**src/rtl/pc_fetch_sequencer.sv**
```systemverilog
// Program-counter and fetch sequencer: linear fetch, taken-branch redirect
// with a fixed flush window, stall, and halt/resume.
module pc_fetch_sequencer #(
    parameter int unsigned bus          = 4,
    parameter int unsigned FLUSH_CYCLES = 2
) (
    input  logic           clk,
    input  logic           rst,
    input  logic           stall,
    input  logic           branch_taken,
    input  logic [bus-1:0] branch_target,
    input  logic           halt_req,
    input  logic           resume,
    output logic [bus-1:0] PC,
    output logic           fetch_valid,
    output logic           flush,
    output logic           halted
);

    localparam int unsigned CW = $clog2(FLUSH_CYCLES + 1);

    typedef enum logic [1:0] {
        START = 2'd0,
        RUN   = 2'd1,
        FLUSH = 2'd2,
        HALT  = 2'd3
    } state_t;

    state_t          state, state_n;
    logic [CW-1:0]   cnt, cnt_n;
    logic [bus-1:0]  pc_n;
    logic            fetch_valid_n;
    logic            flush_n;
    logic            halted_n;

    // State and registered outputs; reset aborts any flush or halt at once
    always_ff @(posedge clk or posedge rst) begin
        if (rst) begin
            state       <= START;
            cnt         <= '0;
            PC          <= '0;
            fetch_valid <= 1'b0;
            flush       <= 1'b0;
            halted      <= 1'b0;
        end else begin
            state       <= state_n;
            cnt         <= cnt_n;
            PC          <= pc_n;
            fetch_valid <= fetch_valid_n;
            flush       <= flush_n;
            halted      <= halted_n;
        end
    end

    // Next-state and next-output decode; RUN priority is branch > halt > stall > increment
    always_comb begin
        state_n       = state;
        cnt_n         = cnt;
        pc_n          = PC;
        fetch_valid_n = fetch_valid;
        flush_n       = flush;
        halted_n      = halted;

        case (state)
            START: begin
                state_n       = RUN;
                fetch_valid_n = 1'b1;
                flush_n       = 1'b0;
                halted_n      = 1'b0;
            end
            RUN: begin
                if (branch_taken) begin
                    pc_n          = branch_target;
                    flush_n       = 1'b1;
                    fetch_valid_n = 1'b0;
                    cnt_n         = CW'(FLUSH_CYCLES - 1);
                    state_n       = FLUSH;
                end else if (halt_req) begin
                    fetch_valid_n = 1'b0;
                    halted_n      = 1'b1;
                    state_n       = HALT;
                end else if (stall) begin
                    fetch_valid_n = 1'b1;
                end else begin
                    pc_n          = PC + bus'(1);
                    fetch_valid_n = 1'b1;
                end
            end
            FLUSH: begin
                if (cnt != '0) begin
                    cnt_n = cnt - CW'(1);
                end else begin
                    flush_n       = 1'b0;
                    fetch_valid_n = 1'b1;
                    state_n       = RUN;
                end
            end
            HALT: begin
                if (resume) begin
                    halted_n      = 1'b0;
                    fetch_valid_n = 1'b1;
                    state_n       = RUN;
                end
            end
            default: begin
                state_n = START;
            end
        endcase
    end

endmodule

```
**config.mk**
```make
export PLATFORM = sky130hd
export DESIGN_NAME = pc_fetch_sequencer
export DESIGN_NICKNAME = d
export VERILOG_FILES = /design/src/rtl/pc_fetch_sequencer.sv
export SDC_FILE = /design/constraint.sdc
export NUM_CORES = 1
export LEC_CHECK = 0
export ABC_AREA = 1
export CAP_MARGIN = 20
export CORE_UTILIZATION = 50
export DETAILED_ROUTE_END_ITERATION = 8
export HOLD_SLACK_MARGIN = 0.02
export PLACE_DENSITY = 0.81
export SLEW_MARGIN = 20
export SYNTH_ARGS = -nofsm -noshare
export SYNTH_HDL_FRONTEND = slang
export SYNTH_SLANG_ARGS = --single-unit
```
**constraint.sdc**
```tcl
create_clock -name clk -period 2.05 [get_ports clk]
set_input_delay 0.41 -clock clk [delete_from_list [all_inputs] [get_ports clk]]
set_output_delay 0.41 -clock clk [all_outputs]
set_load 0.05 [all_outputs]
```
---- Word level (Yosys, flattened, before mapping) ----
Cells that the tools add are included.
word-level totals
  register bits ........................... 11
  bits of input ports ..................... 10
  output and inout bits ................... 7
  word-level logic and storage cells ...... 54
operators by class
  add/subtract/negate cells ............... 2
  equality and inequality tests ........... 12
  muxes and demuxes ....................... 23
  reductions and logical operators ........ 11
operators with widths
  kind                 number
  $ne 2x2->1 const B   7
  $mux 2               6
  $mux 4               3
  $reduce_and 3->1     4
  $mux 1               9
  $pmux 2 s4           1
  $pmux 1 s3           2
  $reduce_bool 3->1    2
  $add 4x1->4 const B  1
  $eq 2x2->1 const B   2
  $pmux 1 s4           1
  $pmux 2 s2           1
  $reduce_and 4->1     1
  $reduce_bool 2->1    2
  $ne 3x3->1 const B   1
  $eq 2x1->1 const B   1
  $logic_not 2->1      1
  $ne 2x1->1 const B   1
  $reduce_and 2->1     1
  $sub 2x1->2 const B  1

---- Depth between registers and ports, before layout ----
  depth after elaboration ................. 4
  gate-level depth with buffers ........... 9

---- Worst setup path after synthesis ----
Ideal clock, no wire load.
  path type ............................... reg-to-reg
  from .................................... register PC[0]
  to ...................................... register PC[1]
  library setup time ...................... 123 ps
  arrival time ............................ 1371 ps
  slack ................................... 556 ps
  cell stages (with the launch flop) ...... 5
  period minus slack after synthesis ...... 1494 ps
  cell sequence ........................... dfrtp_1 -> ha_1 -> or2_2 -> o21ai_0 -> o21ai_1
between the ends
  word-level cells in the longest chain between the ends .. 4
RTL lines
  element                   line  text
  start: declaration        14    output logic [bus-1:0] PC,
  start signal: assignment  48    PC <= pc_n;
  $add 4x1->4               85    pc_n = PC + bus'(1);
  $mux 4                    82    end else if (stall) begin
  $mux 4                    78    end else if (halt_req) begin
  $mux 4                    72    if (branch_taken) begin
Every way passes these cells. The select of a mux whose other input is x is not followed.
A chain may end at the register's enable or synchronous reset.

---- Worst setup path after layout ----
  from .................................... register PC[2]
  to ...................................... output PC[2]
No word-level cell between the ends.

==> flow_summary_export.csv <==
group,metric,value,unit
layout,drive_above_1_share,0.0714,
global_routing,grt_pass1_wl,2.30,mm
global_routing,grt_overflow,0,
synth,syn-mean-instance-area,7.40,sq um
place,port_buffers,16,
sta,fin_crit_sh,0.956,
sta,finalWorstSetupSlack,0.0904,ns
sta,hold_viol,0,
sta,fin_crit,1.96,ns
global_routing,grt_pass1_vias,524,
synth,synth-seq-cells,11,
synth,netlist_area,681,sq um
outcome,outcome,"finished, final reports clean",
clocking,clkTransAtPathRegs,0.08,ns
setup_path,critPathBufInv,1,
place,place_area,858,sq um
global_routing,grt_max_degree,12,
setup_path,r2r_start,"PC[0]",
pwr,static-leakage-power,0.000455,uW
floorplan,die-area,1510,sq um
sta,rsz0062_at_grt,"no",
synth,synth_fp_nets,108,
clocking,cts-htree-levels,1,
layout,fin_nets,129,
drt,met3_wirelength,56,um
clocking,cts_setup_buffers,0,
drt,vias_per_cell,4.87,
floorplan,coreArea,1190,sq um
sta,worstMarginPinSlew,0.497,ns
synth,ys_seq_area_frac,0.404,
sta,fin_skew,0.00324,ns
sta,setup_viol,0,
setup_path,r2r_cells,4,
pwr,power.total,1450,uW
drt,wl_per_cell,11.0,um
synth,synth_cell_types,15,
setup_path,crit_path_max_fanout,5,
floorplan,num_rows,12,
flow_run,maxCapViolCount,0,
drt,wl_met2,642,um
place,dpl_worst_slack,0.391,ns
floorplan,start_util,0.574,
sta,slew_violations,0,
sta,max_clock_freq,0.510,GHz
setup_path,required,1.64,ns
setup_path,path_cells,"clkdlybuf4s50_1",
layout,num_antenna_cells,0,
drt,routed_wl,1.39,mm
setup_path,slowest_stage,"clkdlybuf4s50_1",
setup_path,cp.arrival,1.55,ns
sta,tns,0,ns
drt,drc,0,
drt,vias,613,
setup_path,crit_family,"buffers and inverters",
drt,highest_layer,"met4",
synth,postSynthCellCount,92,
place,place_congestion,0.796,
setup_path,start_kind,"register",
setup_path,max_stage_delay,0.84,ns
global_routing,track_usage,0.239,
clocking,ctsHoldBuffers,0,
setup_path,crit_path_end_kind,"output port",
setup_path,reg2reg_to,"PC[1]",
layout,final_util,0.746,
drt,wl_met1,672,um
floorplan,die_y,38.9,um
floorplan,die_x,38.9,um
synth,yosys_warnings,0,
floorplan,ios,17,
setup_path,crit_type,"register to output port",
drt,postRouteAntennaNets,0,
clocking,clk_path_buf_depth,2,
setup_path,ff2ff_setup_slack,0.77,ns
layout,n_fill_cell,92,
clocking,root_buffer,"clkbuf_4",
hold_path,hp-class,"input pin to asynchronous set/reset pin",
clocking,cts_buffers,3,
global_routing,antenna_found_initial,0,
clocking,cts_resized,0,
layout,final_area,885,sq um
drt,dr.pass1.iters,4,
place,place_hpwl,1.09,mm
pwr,vdd_drop_max,0.969,mV
setup_path,cp-startpoint,"PC[2]",
clocking,clkSinkCount,11,
sta,relSlewSlack,0.668,
drt,drt_iter0_markers,14,
clocking,clock_latency,0.27,ns
layout,syn_to_final_growth,30.0,%
clocking,cts_tree,"done",
pwr,p_per_area,1630,nW/um^2
through the flow:
step | hold slack (ns) | std cells
global placement | 0.462 | 122
floorplan | 0.262 | 92
global route | 0.492 | 126
finish | 0.437 | 126
detailed placement | 0.474 | 122
CTS | 0.457 | 126
cell type report:
cell class | count | area, sq um | share of cell area
flip-flops and latches | 11 | 275 | 0.311
clock buffers | 4 | 26.3 | 0.0297
inverters | 12 | 45.0 | 0.0509
repair buffers | 16 | 160 | 0.181
multi-input cells | 69 | 360 | 0.407
well taps | 14 | 17.5 | 0.0198
metal layers:
layer,track usage,vias up
met4,0.129,0
li1,-,330
met1,0.306,265
met2,0.371,14
met3,0.0520,4
met5,0,-
worst max path at each step:
stage | to | slack [ns] | depth (start not counted)
after floorplan | PC[1] | 0.56 | 4
after global placement | PC[0] | 0.38 | 1
after detailed placement | PC[2] | 0.39 | 1
after CTS | PC[0] | 0.09 | 1
after global routing | PC[0] | 0.02 | 1
final | PC[2] | 0.09 | 1
worst register-to-register path: stages, from the launching register on:
cell,delay [ns]
dfrtp_1,0.44
ha_1,0.30
or2_2,0.26
o21ai_0,0.07
o21ai_1,0.09
cells in the mapped netlist:
library cell  count  area share
xnor2_1           1       0.013
dfrtp_1          11        0.40
nand4_1           3       0.028
ha_1              6        0.11
nand3_1           4       0.029
a21oi_1           1      0.0073
nand2_1          35        0.19
or2_2             1      0.0092
nor2_1            8       0.044
o21ai_1           2       0.015
o21ai_0           5       0.037
nand3_4           1       0.026
nand2_2           2       0.018
inv_1            11       0.061
inv_2             1      0.0055
flip-flops by register name, indices dropped and copies added, names as in the netlist:
| register | flops |
|---|---|
| flush | 1 |
| PC | 4 |
| halted | 1 |
| fetch_valid | 1 |
| cnt | 2 |
| state | 2 |
logic make-up (layout without fill, tap and decap cells):
logic type                 after synthesis  in the layout  synth area share
and+or+nand+nor                         54             54             0.347
buffers and inverters                   12             32            0.0662
DFF                                     11             11             0.404
AOI/OAI and AO/OA                        8              8            0.0588
adders and majority gates                6              6             0.110
xor gates and xnor gates                 1              1            0.0129
placed cells by master (no fill, tap or decap), drive strengths merged:
cell	Yosys	layout
a21oi	1	1
clkbuf	0	4
clkdlybuf4s50	0	16
dfrtp	11	11
ha	6	6
inv	12	12
nand2	37	37
nand3	5	5
nand4	3	3
nor2	8	8
o21ai	7	7
or2	1	1
xnor2	1	1
where the power goes:
group          switching, uW  total [uW]  leakage (uW)  internal, uW
registers                103         423      0.000133           320
logic                    554         868      0.000308           314
clock network           78.5         154     0.0000150          75.4
total                    736        1450      0.000455           709
No activity file was read; power rests on OpenSTA's default activity.
